$ cat config.mk
export PLATFORM = sky130hd
export DESIGN_NAME = sum_display_driver
export DESIGN_NICKNAME = d
export VERILOG_FILES = /design/src/rtl/sum_display_driver.sv
export SDC_FILE = /design/constraint.sdc
export NUM_CORES = 1
export LEC_CHECK = 0
export CAP_MARGIN = 20
export CORE_ASPECT_RATIO = 1.4
export CORE_MARGIN = 2
export CORE_UTILIZATION = 55
export DETAILED_ROUTE_END_ITERATION = 8
export PLACE_DENSITY = 0.82
export SYNTH_ARGS = -nofsm -noshare
export SYNTH_HDL_FRONTEND = slang
export SYNTH_SLANG_ARGS = --single-unit
$ cat constraint.sdc
create_clock -name clk -period 6.45 [get_ports clk]
set_input_delay 1.29 -clock clk [delete_from_list [all_inputs] [get_ports clk]]
set_output_delay 1.29 -clock clk [all_outputs]
set_load 0.005 [all_outputs]
$ cat src/rtl/sum_display_driver.sv
// sum_display_driver
// Captures the upstream adder sum on a load strobe and splits it into
// tens/ones digits. The digits are time-multiplexed onto a 2-digit
// common-enable 7-segment display. Captures are counted with a
// saturating counter.
//
// Pipeline (edges counted from the load edge N):
//   N   : val, valid and capture_cnt update.
//   N+1 : tens/ones are derived from val.
//   N+2 : seg/an show the new digit if its slot is active.
//
// Optional build macro SUM_DISPLAY_LZ_BLANK_EN:
//   When defined, a leading zero in the tens slot is blanked (an=00, seg=00).
//   The slot timing does not change.
//   When undefined, the tens slot always shows enc(tens).
//
// Handshake: load is a plain strobe with no back-pressure. din is taken on
// every rising edge where load=1 and rst=0.
// dbg_scan_state exposes the scan FSM state (0=SHOW_ONES, 1=SHOW_TENS).
module sum_display_driver #(
  parameter int DATA_W      = 4,
  parameter int REFRESH_DIV = 4,
  parameter int CNT_W       = 4
) (
  input  logic              clk,
  input  logic              rst,
  input  logic              load,
  input  logic [DATA_W-1:0] din,
  output logic [6:0]        seg,
  output logic [1:0]        an,
  output logic              valid,
  output logic [CNT_W-1:0]  capture_cnt,
  output logic              dbg_scan_state
);

  typedef enum logic {
    SHOW_ONES = 1'b0,
    SHOW_TENS = 1'b1
  } scan_state_e;

  localparam int RW = (REFRESH_DIV <= 2) ? 1 : $clog2(REFRESH_DIV);
  localparam logic [RW-1:0]    REF_LAST = RW'(REFRESH_DIV - 1);
  localparam logic [CNT_W-1:0] CNT_MAX  = '1;

  logic [DATA_W-1:0] val_q, val_d;
  logic              valid_q, valid_d;
  logic [CNT_W-1:0]  cnt_q, cnt_d;
  logic [2:0]        tens_q, tens_d;
  logic [3:0]        ones_q, ones_d;
  logic [RW-1:0]     ref_q, ref_d;
  scan_state_e       state_q, state_d;
  logic [6:0]        seg_q, seg_d;
  logic [1:0]        an_q, an_d;
  logic [6:0]        val_ext;

  // Map a decimal digit to segments {g,f,e,d,c,b,a}. Non-decimal codes are blank.
  function automatic logic [6:0] enc(input logic [3:0] d);
    case (d)
      4'd0:    enc = 7'h3F;
      4'd1:    enc = 7'h06;
      4'd2:    enc = 7'h5B;
      4'd3:    enc = 7'h4F;
      4'd4:    enc = 7'h66;
      4'd5:    enc = 7'h6D;
      4'd6:    enc = 7'h7D;
      4'd7:    enc = 7'h07;
      4'd8:    enc = 7'h7F;
      4'd9:    enc = 7'h6F;
      default: enc = 7'h00;
    endcase
  endfunction

  // Capture stage: latch din on load, set valid and count the capture (saturating).
  always_comb begin
    val_d   = val_q;
    valid_d = valid_q;
    cnt_d   = cnt_q;
    if (load) begin
      val_d   = din;
      valid_d = 1'b1;
      if (cnt_q != CNT_MAX) cnt_d = cnt_q + CNT_W'(1);
    end
  end

  // Convert stage: split the captured value into decimal digits (max 63).
  always_comb begin
    val_ext = 7'(val_q);
    tens_d  = 3'(val_ext / 7'd10);
    ones_d  = 4'(val_ext % 7'd10);
  end

  // Scan next-state: the refresh counter and FSM run only once a value exists.
  // A load never restarts them.
  always_comb begin
    state_d = state_q;
    ref_d   = ref_q;
    if (valid_q) begin
      if (ref_q == REF_LAST) begin
        ref_d   = '0;
        state_d = (state_q == SHOW_ONES) ? SHOW_TENS : SHOW_ONES;
      end else begin
        ref_d = ref_q + RW'(1);
      end
    end
  end

  // Scan output decode: one-hot digit enable plus the segments for that slot.
  always_comb begin
    seg_d = 7'h00;
    an_d  = 2'b00;
    if (valid_q) begin
      case (state_q)
        SHOW_ONES: begin
          an_d  = 2'b01;
          seg_d = enc(ones_q);
        end
        SHOW_TENS: begin
`ifdef SUM_DISPLAY_LZ_BLANK_EN
          if (tens_q != 3'd0) begin
            an_d  = 2'b10;
            seg_d = enc({1'b0, tens_q});
          end
`else
          an_d  = 2'b10;
          seg_d = enc({1'b0, tens_q});
`endif
        end
        default: begin
          an_d  = 2'b00;
          seg_d = 7'h00;
        end
      endcase
    end
  end

  // Scan state register: refresh counter and FSM state.
  always_ff @(posedge clk) begin
    if (rst) begin
      state_q <= SHOW_ONES;
      ref_q   <= '0;
    end else begin
      state_q <= state_d;
      ref_q   <= ref_d;
    end
  end

  // Datapath registers: capture, convert and output stages.
  always_ff @(posedge clk) begin
    if (rst) begin
      val_q   <= '0;
      valid_q <= 1'b0;
      cnt_q   <= '0;
      tens_q  <= '0;
      ones_q  <= '0;
      seg_q   <= 7'h00;
      an_q    <= 2'b00;
    end else begin
      val_q   <= val_d;
      valid_q <= valid_d;
      cnt_q   <= cnt_d;
      tens_q  <= tens_d;
      ones_q  <= ones_d;
      seg_q   <= seg_d;
      an_q    <= an_d;
    end
  end

  assign seg            = seg_q;
  assign an             = an_q;
  assign valid          = valid_q;
  assign capture_cnt    = cnt_q;
  assign dbg_scan_state = state_q;

endmodule

==> metrics.md, run 1 <==
| Metric | Value |
|---|---|
| Post-detail-place hpwl | 1730 µm |
| Reg power frac | 0.557 |
| Syn Area/Cell | 9.20 µm² |
| Worst EP required | 6.70 ns |
| Rows | 21 |
| Sinks on Clock Net | 29 |
| Setup CP Type | in2reg |
| # setup viols final | 0 |
| Fmax | 303 MHz |
| EDFF count, synth | 0 |
| Die Wd | 45.3 µm |
| Fin nets | 180 |
| CP Cell Sequence | clkdlybuf4s50_1 > nand2b_1 > inv_1 > ha_1 > nor2b_1 > o32ai_1 > a21oi_1 > o31ai_1 |
| Register area share after synthesis | 0.441 |
| Antenna violations before repair | 0 |
| Capturing element type of the critical path | flop |
| Drt first pass iters | 4 |
| Synth cell count leaders | dfxtp_1 (29), nor2_1 (21), ha_1 (10), inv_1 (10), nand2_1 (9) |
| Clk_skew | 0.00955 ns |
| Most common cell in the netlist | dfxtp_1 |
| DR vias/cell | 5.59 |
| Number of gates resized after cts | 0 |
| DRT iter0 DRCs | 30 |
| Initial core utilization | 0.563 |
| Worst Hold End | seg[1]$_SDFF_PP0_ |
| I/O Buffers | 21 |
| First-pass GRT wire length | 4030 µm |
| MaxCap Viol Count | 0 |
| NetSw | 96.6 µW |
| Max Root-Sink Buffers | 2 |
| Placeable Area | 0.00234 mm² |
| Largest net degree at the start of global routing | 22 |
| Rel. slew slack | 0.516 |
| Slowest CP cell | clkdlybuf4s50_1 |
| GRT Total Usage | 0.205 |
| Worst hold path class | reg2reg |
| Power Density | approximately 230 mW/mm² |
| CTS Hold Bufs | 0 |
| Htree depth | 2 |
| Clock root buffer | clkbuf_4 |
| RSZ-0062 raised after global routing | no |
| Clock power share | 0.302 |
| CTS tree | yes |
| Area leader, netlist | dfxtp_1 |
| Worst-Skew Late Latency | approximately 0.34 ns |
| Status | finished, final reports clean |
| R2r setup slk | 3.89 ns |
| Least-Margin Pin Slew | just over 0.7 ns |
| Synth warnings | 0 |
| Sum Neg Setup Slack | 0 ns |
| Period Utilization, post-route | 0.511 |
| Sw Share | 0.271 |
| Via count | 1046 |
| Die Height | 61.9 µm |
| Ports | 22 |
| CP arrival | approximately 3.6 ns |
| Worst setup SP type | input pin |
| Cts bufs inserted | 5 |
| Max Fanout on Critical Path | 21 |
| Synth Flop Type | dfxtp_1 |
| Reg clk slew, reported paths | 0.10 ns |
| Synth Cell Area | 0.00132 mm² |
| Clock period minus worst slack | 3.30 ns |
| Combinational power share | 0.141 |
| WHS Path Cells | 2 |
| Area fraction of the dominant cell type after synthesis | 0.441 |
| Synth Register Bits | 29 |
| Post-route ant nets | 0 |
| Dpl cells | 179 |
| Internal | 259 µW |
| R2r startpoint | val_q[1]$_SDFFE_PP0P_ |
| Remaining global-route overflow | 0 |
| CP max stage delay | ~0.94 ns |
| Die Area | 0.00281 mm² |
| Routed wire length | 2370 µm |
| Share of post-route cells with drive strength above 1 | 0.0610 |
| Post-Synthesis Cells | 143 |
| Register-to-Register Path Depth | 12 |
| Syn-to-layout area delta | 18.9% |
| Slew Viols, Final | 0 |
| Async set-or-reset flop fraction in the synthesized netlist | 0 |
| Leak | roughly 0.00069 µW |
| Final Hold Fails | 0 |
| RD Place Congestion | 0.854 |
| Vias in the first global route | 926 |
| Largest cells by area after synthesis | dfxtp_1 (44%), ha_1 (9.5%), nor2_1 (6.0%) |
| Number of diodes | 0 |
| Wire length per cell | between 10 and 15 µm |
| Peak supply drop | 0.155 mV |
| Number of distinct library cells after synthesis | 35 |
| Post-Synthesis Net Count | 160 |
| Final std cells w/o fill | 187 |
| DRC | 0 |
| Post-CTS setup buffers | 0 |
## critical path: cells and delay by family
family	cells	cell delay, ns
buffers and inverters	2	1.04
adder cells (fa/ha/maj)	1	0.25
AND/OR/NAND/NOR	2	0.48
AO/OA/AOI/OAI	3	0.48
## placed cells by master (no fill, tap or decap)
cell,n
a21o_1,1
a21oi_1,8
a31o_1,1
a31oi_1,1
and2_1,1
and3_1,1
clkbuf_1,1
clkbuf_4,5
clkdlybuf4s50_1,21
clkinv_2,2
dfxtp_1,29
ha_1,10
inv_1,10
mux2_1,1
mux2_2,1
mux2i_1,6
nand2_1,9
nand2b_1,4
nand3_1,7
nand4bb_1,1
nor2_1,21
nor2b_1,3
nor3_1,2
nor4_4,1
nor4b_2,1
nor4bb_1,1
o21ai_0,1
o21ai_1,1
o21bai_1,1
o221ai_1,1
o31ai_1,1
o32ai_1,2
or3_1,2
or4_1,1
xnor2_1,2
xor2_1,3
## stage by stage
stage	power (µW)	hold WS [ns]	area (µm²)	util	worst slack [ns]
2_1_floorplan	234	0.406	1320	-	3.77
3_3_place_gp	251	0.422	1510	0.647	2.94
4_1_cts	358	0.446	1570	0.669	3.16
6_report	356	0.441	1570	0.669	3.15
5_1_grt	372	0.464	1570	0.669	2.97
3_5_place_dp	253	0.423	1510	0.647	2.82
## cells by family (layout without fill, tap and decap cells)
logic type,after synthesis,in the layout,synth area share
simple gates,55,55,0.221
flops,29,29,0.441
compound gates,18,18,0.0865
buf+inv,18,39,0.0599
fa+ha+maj,10,10,0.0951
mux,8,8,0.0627
xor+xnor,5,5,0.0333
## worst max-delay path by stage
| stage | start | end | slack [ns] | cells past startpoint |
|---|---|---|---|---|
| 2_1_floorplan | rst | flop | 3.77 | 8 |
| 4_1_cts | rst | flop | 3.16 | 8 |
| 6_report | rst | flop | 3.15 | 8 |
| 3_3_place_gp | rst | flop | 2.94 | 8 |
| 5_1_grt | rst | flop | 2.97 | 8 |
| 3_5_place_dp | rst | flop | 2.82 | 8 |
## power groups by stage
stage / Combinational, µW / Clock [µW] / Sequential, µW
3_5_place_dp: 50.2 / 0 / 203
6_report: 50.3 / 107 / 198
4_1_cts: 50.5 / 108 / 198
2_1_floorplan: 33.1 / 0 / 201
5_1_grt: 56.8 / 116 / 200
3_3_place_gp: 48.3 / 0 / 202
## metal layers
| metal | track usage | vias to the layer above | wire (µm) |
|---|---|---|---|
| met5 | 0 | - | 0 |
| met4 | 0.109 | 0 | 52 |
| met3 | 0.0723 | 6 | 122 |
| met2 | 0.371 | 29 | 1280 |
| met1 | 0.201 | 491 | 916 |
| li1 | - | 520 | - |
## area by class of cell
| type | instances | area [µm²] |
|---|---|---|
| Clock buffer | 6 | 41.3 |
| Sequential cell | 29 | 581 |
| Inverter | 10 | 37.5 |
| Clock inverter | 2 | 10.0 |
| Tap cell | 23 | 28.8 |
| Multi-Input combinational cell | 96 | 657 |
| Timing Repair Buffer | 21 | 210 |
| Fill cell | 186 | 773 |
Power figures use the tool's default switching activity.
==> run 2: changes to the inputs <==
--- a/config.mk
+++ b/config.mk
@@ -8,9 +8,9 @@
 export CAP_MARGIN = 20
 export CORE_ASPECT_RATIO = 1.4
 export CORE_MARGIN = 2
-export CORE_UTILIZATION = 55
+export CORE_UTILIZATION = 46
 export DETAILED_ROUTE_END_ITERATION = 8
-export PLACE_DENSITY = 0.82
+export PLACE_DENSITY = 0.73
 export SYNTH_ARGS = -nofsm -noshare
 export SYNTH_HDL_FRONTEND = slang
 export SYNTH_SLANG_ARGS = --single-unit
==> constraint.sdc (replaced) <==
create_clock -name clk -period 2.88 [get_ports clk]
set_input_delay 0.576 -clock clk [delete_from_list [all_inputs] [get_ports clk]]
set_output_delay 0.576 -clock clk [all_outputs]
set_load 0.005 [all_outputs]
==> run 2 against run 1 <==
Against the previous run:
- register-to-register slack worse by 3.6 ns
- cell area up 3.8%
- core utilization is 8.7 points lower
- clock skew down 0.0078 ns
- first-iteration DRC count decreased by 50%
- sequential share of layout area down 1.4 points
- setup slack worse by 2.8 ns
- clock-buffer cell count increased by 1
- power grew 150%
- worst hold slack worse by 0.010 ns
- cell count up 7.5%
- critical path type is now reg2reg
==> metrics.md, run 2 (synthesized netlist as in run 1, its figures left out) <==
| Metric | Value |
|---|---|
| Clock period minus worst slack | 2.57 ns |
| Largest net degree at the start of global routing | 19 |
| Remaining global-route overflow | 0 |
| Pre-CTS setup slack | 0.388 ns |
| Max Fanout on Critical Path | 8 |
| Reg clk slew, reported paths | 0.05 ns |
| Placeable Area | 0.00279 mm² |
| GRT Total Usage | 0.173 |
| DR vias/cell | 5.00 |
| Combinational power share | 0.130 |
| Number of gates resized after cts | 0 |
| Setup CP Type | reg2reg |
| R2r startpoint | val_q[1]$_SDFFE_PP0P_ |
| Final WS setup | 0.312 ns |
| Fill count | 268 |
| RSZ-0062 raised after global routing | no |
| Max Root-Sink Buffers | 2 |
| Die Wd | 49.2 µm |
| CP max stage delay | 0.49 ns |
| Wire length per cell | 11.8 µm |
| DRT iter0 DRCs | 15 |
| Most frequent cells in the layout | dfxtp_1 (29), nor2_1 (21), clkdlybuf4s50_1 (21) |
| CTS tree | yes |
| Number of diodes | 0 |
| Syn-to-layout area delta | 23.5% |
| Worst-Skew Late Latency | 0.27 ns |
| Ports | 22 |
| Initial core utilization | 0.472 |
| DRC | 0 |
| CP Cell Sequence | inv_1 > ha_1 > inv_1 > ha_1 > xnor2_1 > or3_1 > inv_1 > ha_1 > nor2b_1 > o32ai_1 > a21oi_1 > o31ai_1 |
| Post-CTS setup buffers | 0 |
| Peak supply drop | 0.319 mV |
| Final Hold Fails | 0 |
| Clock power share | 0.362 |
| Via count | 1005 |
| CP arrival | between 2 and 3 ns |
| Worst setup SP type | flop |
| Rows | 23 |
| Rel. slew slack | 0.721 |
| CTS Hold Bufs | 0 |
| Crit path max-delay family | adder cells |
| Buf/Inv on CP | 3 |
| Sum Neg Setup Slack | 0 ns |
| Worst setup path start | val_q[1]$_SDFFE_PP0P_ |
| Least-Margin Pin Slew | 0.416 ns |
| Period Utilization, post-route | 0.892 |
| NetSw | 197 µW |
| Slew Viols, Final | 0 |
| Sw Share | 0.225 |
| Clock root buffer | clkbuf_8 |
| Leak | 0.000711 µW |
| Commonest non-fill, non-tap cell in the layout | dfxtp_1 |
| Fmax | 389 MHz |
| Worst hold path class | reg2reg |
| Reg power frac | 0.508 |
| Capturing element type of the critical path | flop |
| Htree depth | 2 |
| Drt first pass iters | 6 |
| Vias in the first global route | ~1000 |
| First-pass GRT wire length | 4230 µm |
| Worst EP required | about 3 ns |
| Post-detail-place hpwl | 1730 µm |
| Sinks on Clock Net | 29 |
| Slowest CP cell | dfxtp_1 |
| Share of post-route cells with drive strength above 1 | 0.0610 |
| Cts bufs inserted | 5 |
| Die Area | 0.00331 mm² |
| Status | finished, final reports clean |
| # setup viols final | 0 |
| MaxCap Viol Count | 0 |
| Die Height | 67.3 µm |
| I/O Buffers | 21 |
| Routed wire length | 2360 µm |
| Fin nets | 181 |
| Dpl cells | 194 |
| RD Place Congestion | 0.785 |
| Final std cells w/o fill | 201 |
| Power Density | 539 mW/mm² |
| Post-route ant nets | 0 |
| Clk_skew | 0.00173 ns |
| Internal | 679 µW |
| Antenna violations before repair | 0 |
-- run 2: layout make-up --
cell class | instances | area [µm²] | area share
repair buffers | 22 | 218 | 0.134
well taps | 37 | 46.3 | 0.0285
inverters | 10 | 37.5 | 0.0231
multi-input cells | 96 | 657 | 0.404
flip-flops and latches | 29 | 581 | 0.357
clock buffers | 7 | 86.3 | 0.0531
-- run 2: path summary, 6_finish.rpt --
kind                             to  slack (ns)  cells after the start
setup / recovery               flop        0.31                     12
setup reg to reg               flop        0.31                     12
hold / removal    seg[2]$_SDFF_PP0_        0.43                      2
hold reg to reg   seg[2]$_SDFF_PP0_        0.43                      2
-- run 2: metal layers --
layer	wire [µm]	global-route usage	vias up
met4	108	0.157	0
met5	0	0	-
met1	967	0.166	450
met3	87	0.0575	11
met2	1200	0.296	25
li1	-	-	519
-- run 2: per-stage QoR --
stage	power, µW	instance area (µm²)	hold slack, ns	util
after floorplan	524	1320	0.406	-
after global placement	562	1540	0.422	0.551
after detailed placement	568	1540	0.418	0.551
after CTS	889	1630	0.436	0.582
after global routing	931	1630	0.451	0.582
final	876	1630	0.431	0.582
-- run 2: worst register-to-register path: cells and delay by family, from the launching register on --
| kind | cells | cell delay (ns) |
|---|---|---|
| compound gates | 3 | 0.50 |
| buf+inv | 3 | 0.24 |
| flops | 1 | 0.49 |
| simple gates | 2 | 0.38 |
| fa+ha+maj | 3 | 0.73 |
| xor+xnor | 1 | 0.16 |
-- run 2: power by group through the flow --
stage	sequential (µW)	combinational, µW	clock [µW]
2_1_floorplan	450	74.1	0
3_3_place_gp	452	110	0
3_5_place_dp	454	114	0
4_1_cts	445	115	329
5_1_grt	448	128	355
6_report	445	114	317
==> run 3: changes to the inputs <==
--- a/config.mk
+++ b/config.mk
@@ -8,9 +8,9 @@
 export CAP_MARGIN = 20
 export CORE_ASPECT_RATIO = 1.4
 export CORE_MARGIN = 2
-export CORE_UTILIZATION = 46
+export CORE_UTILIZATION = 55
 export DETAILED_ROUTE_END_ITERATION = 8
-export PLACE_DENSITY = 0.73
+export PLACE_DENSITY = 0.82
 export SYNTH_ARGS = -nofsm -noshare
 export SYNTH_HDL_FRONTEND = slang
 export SYNTH_SLANG_ARGS = --single-unit
==> constraint.sdc (replaced) <==
create_clock -name clk -period 3 [get_ports clk]
set_input_delay 0.6 -clock clk [delete_from_list [all_inputs] [get_ports clk]]
set_output_delay 0.6 -clock clk [all_outputs]
set_load 0.005 [all_outputs]
==> run 3 against run 2 <==
Against the previous run:
- critical path depth is the same
- clock-buffer cell count shrank 1
- sequential power shrank 4%
- worst hold slack gained 0.0097 ns
==> metrics.md, run 3 (synthesized netlist as in run 1, its figures left out) <==
| Metric | Value |
|---|---|
| Syn-to-layout area delta | 19.5% |
| # setup viols final | 0 |
| Die Wd | 45.3 µm |
| Peak supply drop | between 0.3 and 0.4 mV |
| Clock period minus worst slack | between 2 and 3 ns |
| Worst setup SP type | flop |
| Placeable Area | 0.00234 mm² |
| CP Cell Sequence | inv_1 > ha_1 > inv_1 > ha_1 > xnor2_1 > or3_1 > inv_1 > ha_1 > nor2b_1 > o32ai_1 > a21oi_1 > o31ai_1 |
| CP arrival | 2.76 ns |
| Slowest CP cell | dfxtp_1 |
| Wire length per cell | 12.1 µm |
| Status | finished, final reports clean |
| Leak | 0.000699 µW |
| Post-route ant nets | 0 |
| Htree depth | 2 |
| Number of diodes | 0 |
| Fin nets | 181 |
| Worst hold path class | reg2reg |
| RSZ-0062 raised after global routing | no |
| Clk_skew | 0.0132 ns |
| DRC | 0 |
| Fill count | 185 |
| Worst EP required | 3.24 ns |
| MaxCap Viol Count | 0 |
| Rows | 21 |
| CTS Hold Bufs | 0 |
| R2r setup slk | 0.48 ns |
| Power Density | 479 mW/mm² |
| Post-CTS setup buffers | 0 |
| Post-detail-place hpwl | 1780 µm |
| Remaining global-route overflow | 0 |
| Worst-Skew Late Latency | around 0.33 ns |
| Share of post-route cells with drive strength above 1 | 0.0667 |
| Die Height | about 62 µm |
| Final Hold Fails | 0 |
| PnR Total Power | ~750 µW |
| CP max stage delay | 0.47 ns |
| Commonest non-fill, non-tap cell in the layout | dfxtp_1 |
| Largest net degree at the start of global routing | 19 |
| Least-Margin Pin Slew | 0.421 ns |
| CTS tree | yes |
| Max Root-Sink Buffers | 2 |
| Most frequent cells in the layout | dfxtp_1 (29), nor2_1 (21), clkdlybuf4s50_1 (21) |
| Slew Viols, Final | 0 |
| DR vias/cell | around 5.3 |
| Capturing element type of the critical path | flop |
| Routed wire length | 2280 µm |
| Vias in the first global route | roughly 900 |
| GRT Total Usage | 0.192 |
| Sum Neg Setup Slack | 0 ns |
| Rel. slew slack | 0.717 |
| Via count | 996 |
| Cts bufs inserted | 5 |
| Number of gates resized after cts | 0 |
| RD Place Congestion | 0.838 |
| Fmax | 397 MHz |
| Drt first pass iters | 4 |
| Period Utilization, post-route | 0.840 |
| Max Fanout on Critical Path | 8 |
| First-pass GRT wire length | 3790 µm |
| Clock root buffer | clkbuf_4 |
| Setup CP Type | reg2reg |
| DRT iter0 DRCs | 23 |
| Initial core utilization | 0.563 |
| Sinks on Clock Net | 29 |
| Ports | 22 |
| Reg clk slew, reported paths | ~0.080 ns |
| I/O Buffers | 21 |
| Antenna violations before repair | 0 |
| Die Area | 0.00281 mm² |
## run 3: cell type report
class                      instances  area [µm²]  area share
timing repair buffer              22         218       0.138
sequential                        29         581       0.369
tap                               23        28.8      0.0183
inverter                          10        37.5      0.0239
clock inverter                     2        10.0     0.00636
multi-input combinational         96         657       0.418
clock buffer                       6        41.3      0.0263
## run 3: critical path: cells and delay by family, from the launching register on
kind                       cells  cell delay (ns)
AOI/OAI and AO/OA              3             0.48
xor gates and xnor gates       1             0.17
adders and majority gates      3             0.73
buffers and inverters          3             0.23
DFF                            1             0.47
and+or+nand+nor                2             0.37
## run 3: path summary, 6_finish.rpt
path / start / end / cells past startpoint
max reg2reg: val_q[1]$_SDFFE_PP0P_ / flop / 12
min reg2reg: flop / seg[6]$_SDFF_PP0_ / 1
max: val_q[1]$_SDFFE_PP0P_ / flop / 12
min: flop / seg[6]$_SDFF_PP0_ / 1
## run 3: where the power goes
part / leakage, µW / switching (µW) / total, µW / internal [µW]
logic: 0.000428 / 50.4 / 110 / 59.3
registers: 0.000238 / 15.3 / 426 / 411
clock network: 0.0000320 / 130 / 219 / 89.0
## run 3: layer usage
layer,share of wire,track usage,vias up
met2,0.54,0.341,23
met3,0.046,0.0723,6
li1,-,-,521
met4,0.016,0.0882,0
met1,0.40,0.197,446
met5,0,0,-
## run 3: stage by stage
step / util / worst slack, ns / cell area, µm² / hold slack (ns) / cells
after floorplan: - / 0.776 / 1320 / 0.406 / 143
after global placement: 0.651 / 0.614 / 1520 / 0.417 / 180
after detailed placement: 0.651 / 0.507 / 1520 / 0.420 / 180
after CTS: 0.673 / 0.491 / 1570 / 0.442 / 188
after global routing: 0.673 / 0.131 / 1570 / 0.466 / 188
final: 0.673 / 0.480 / 1570 / 0.441 / 188
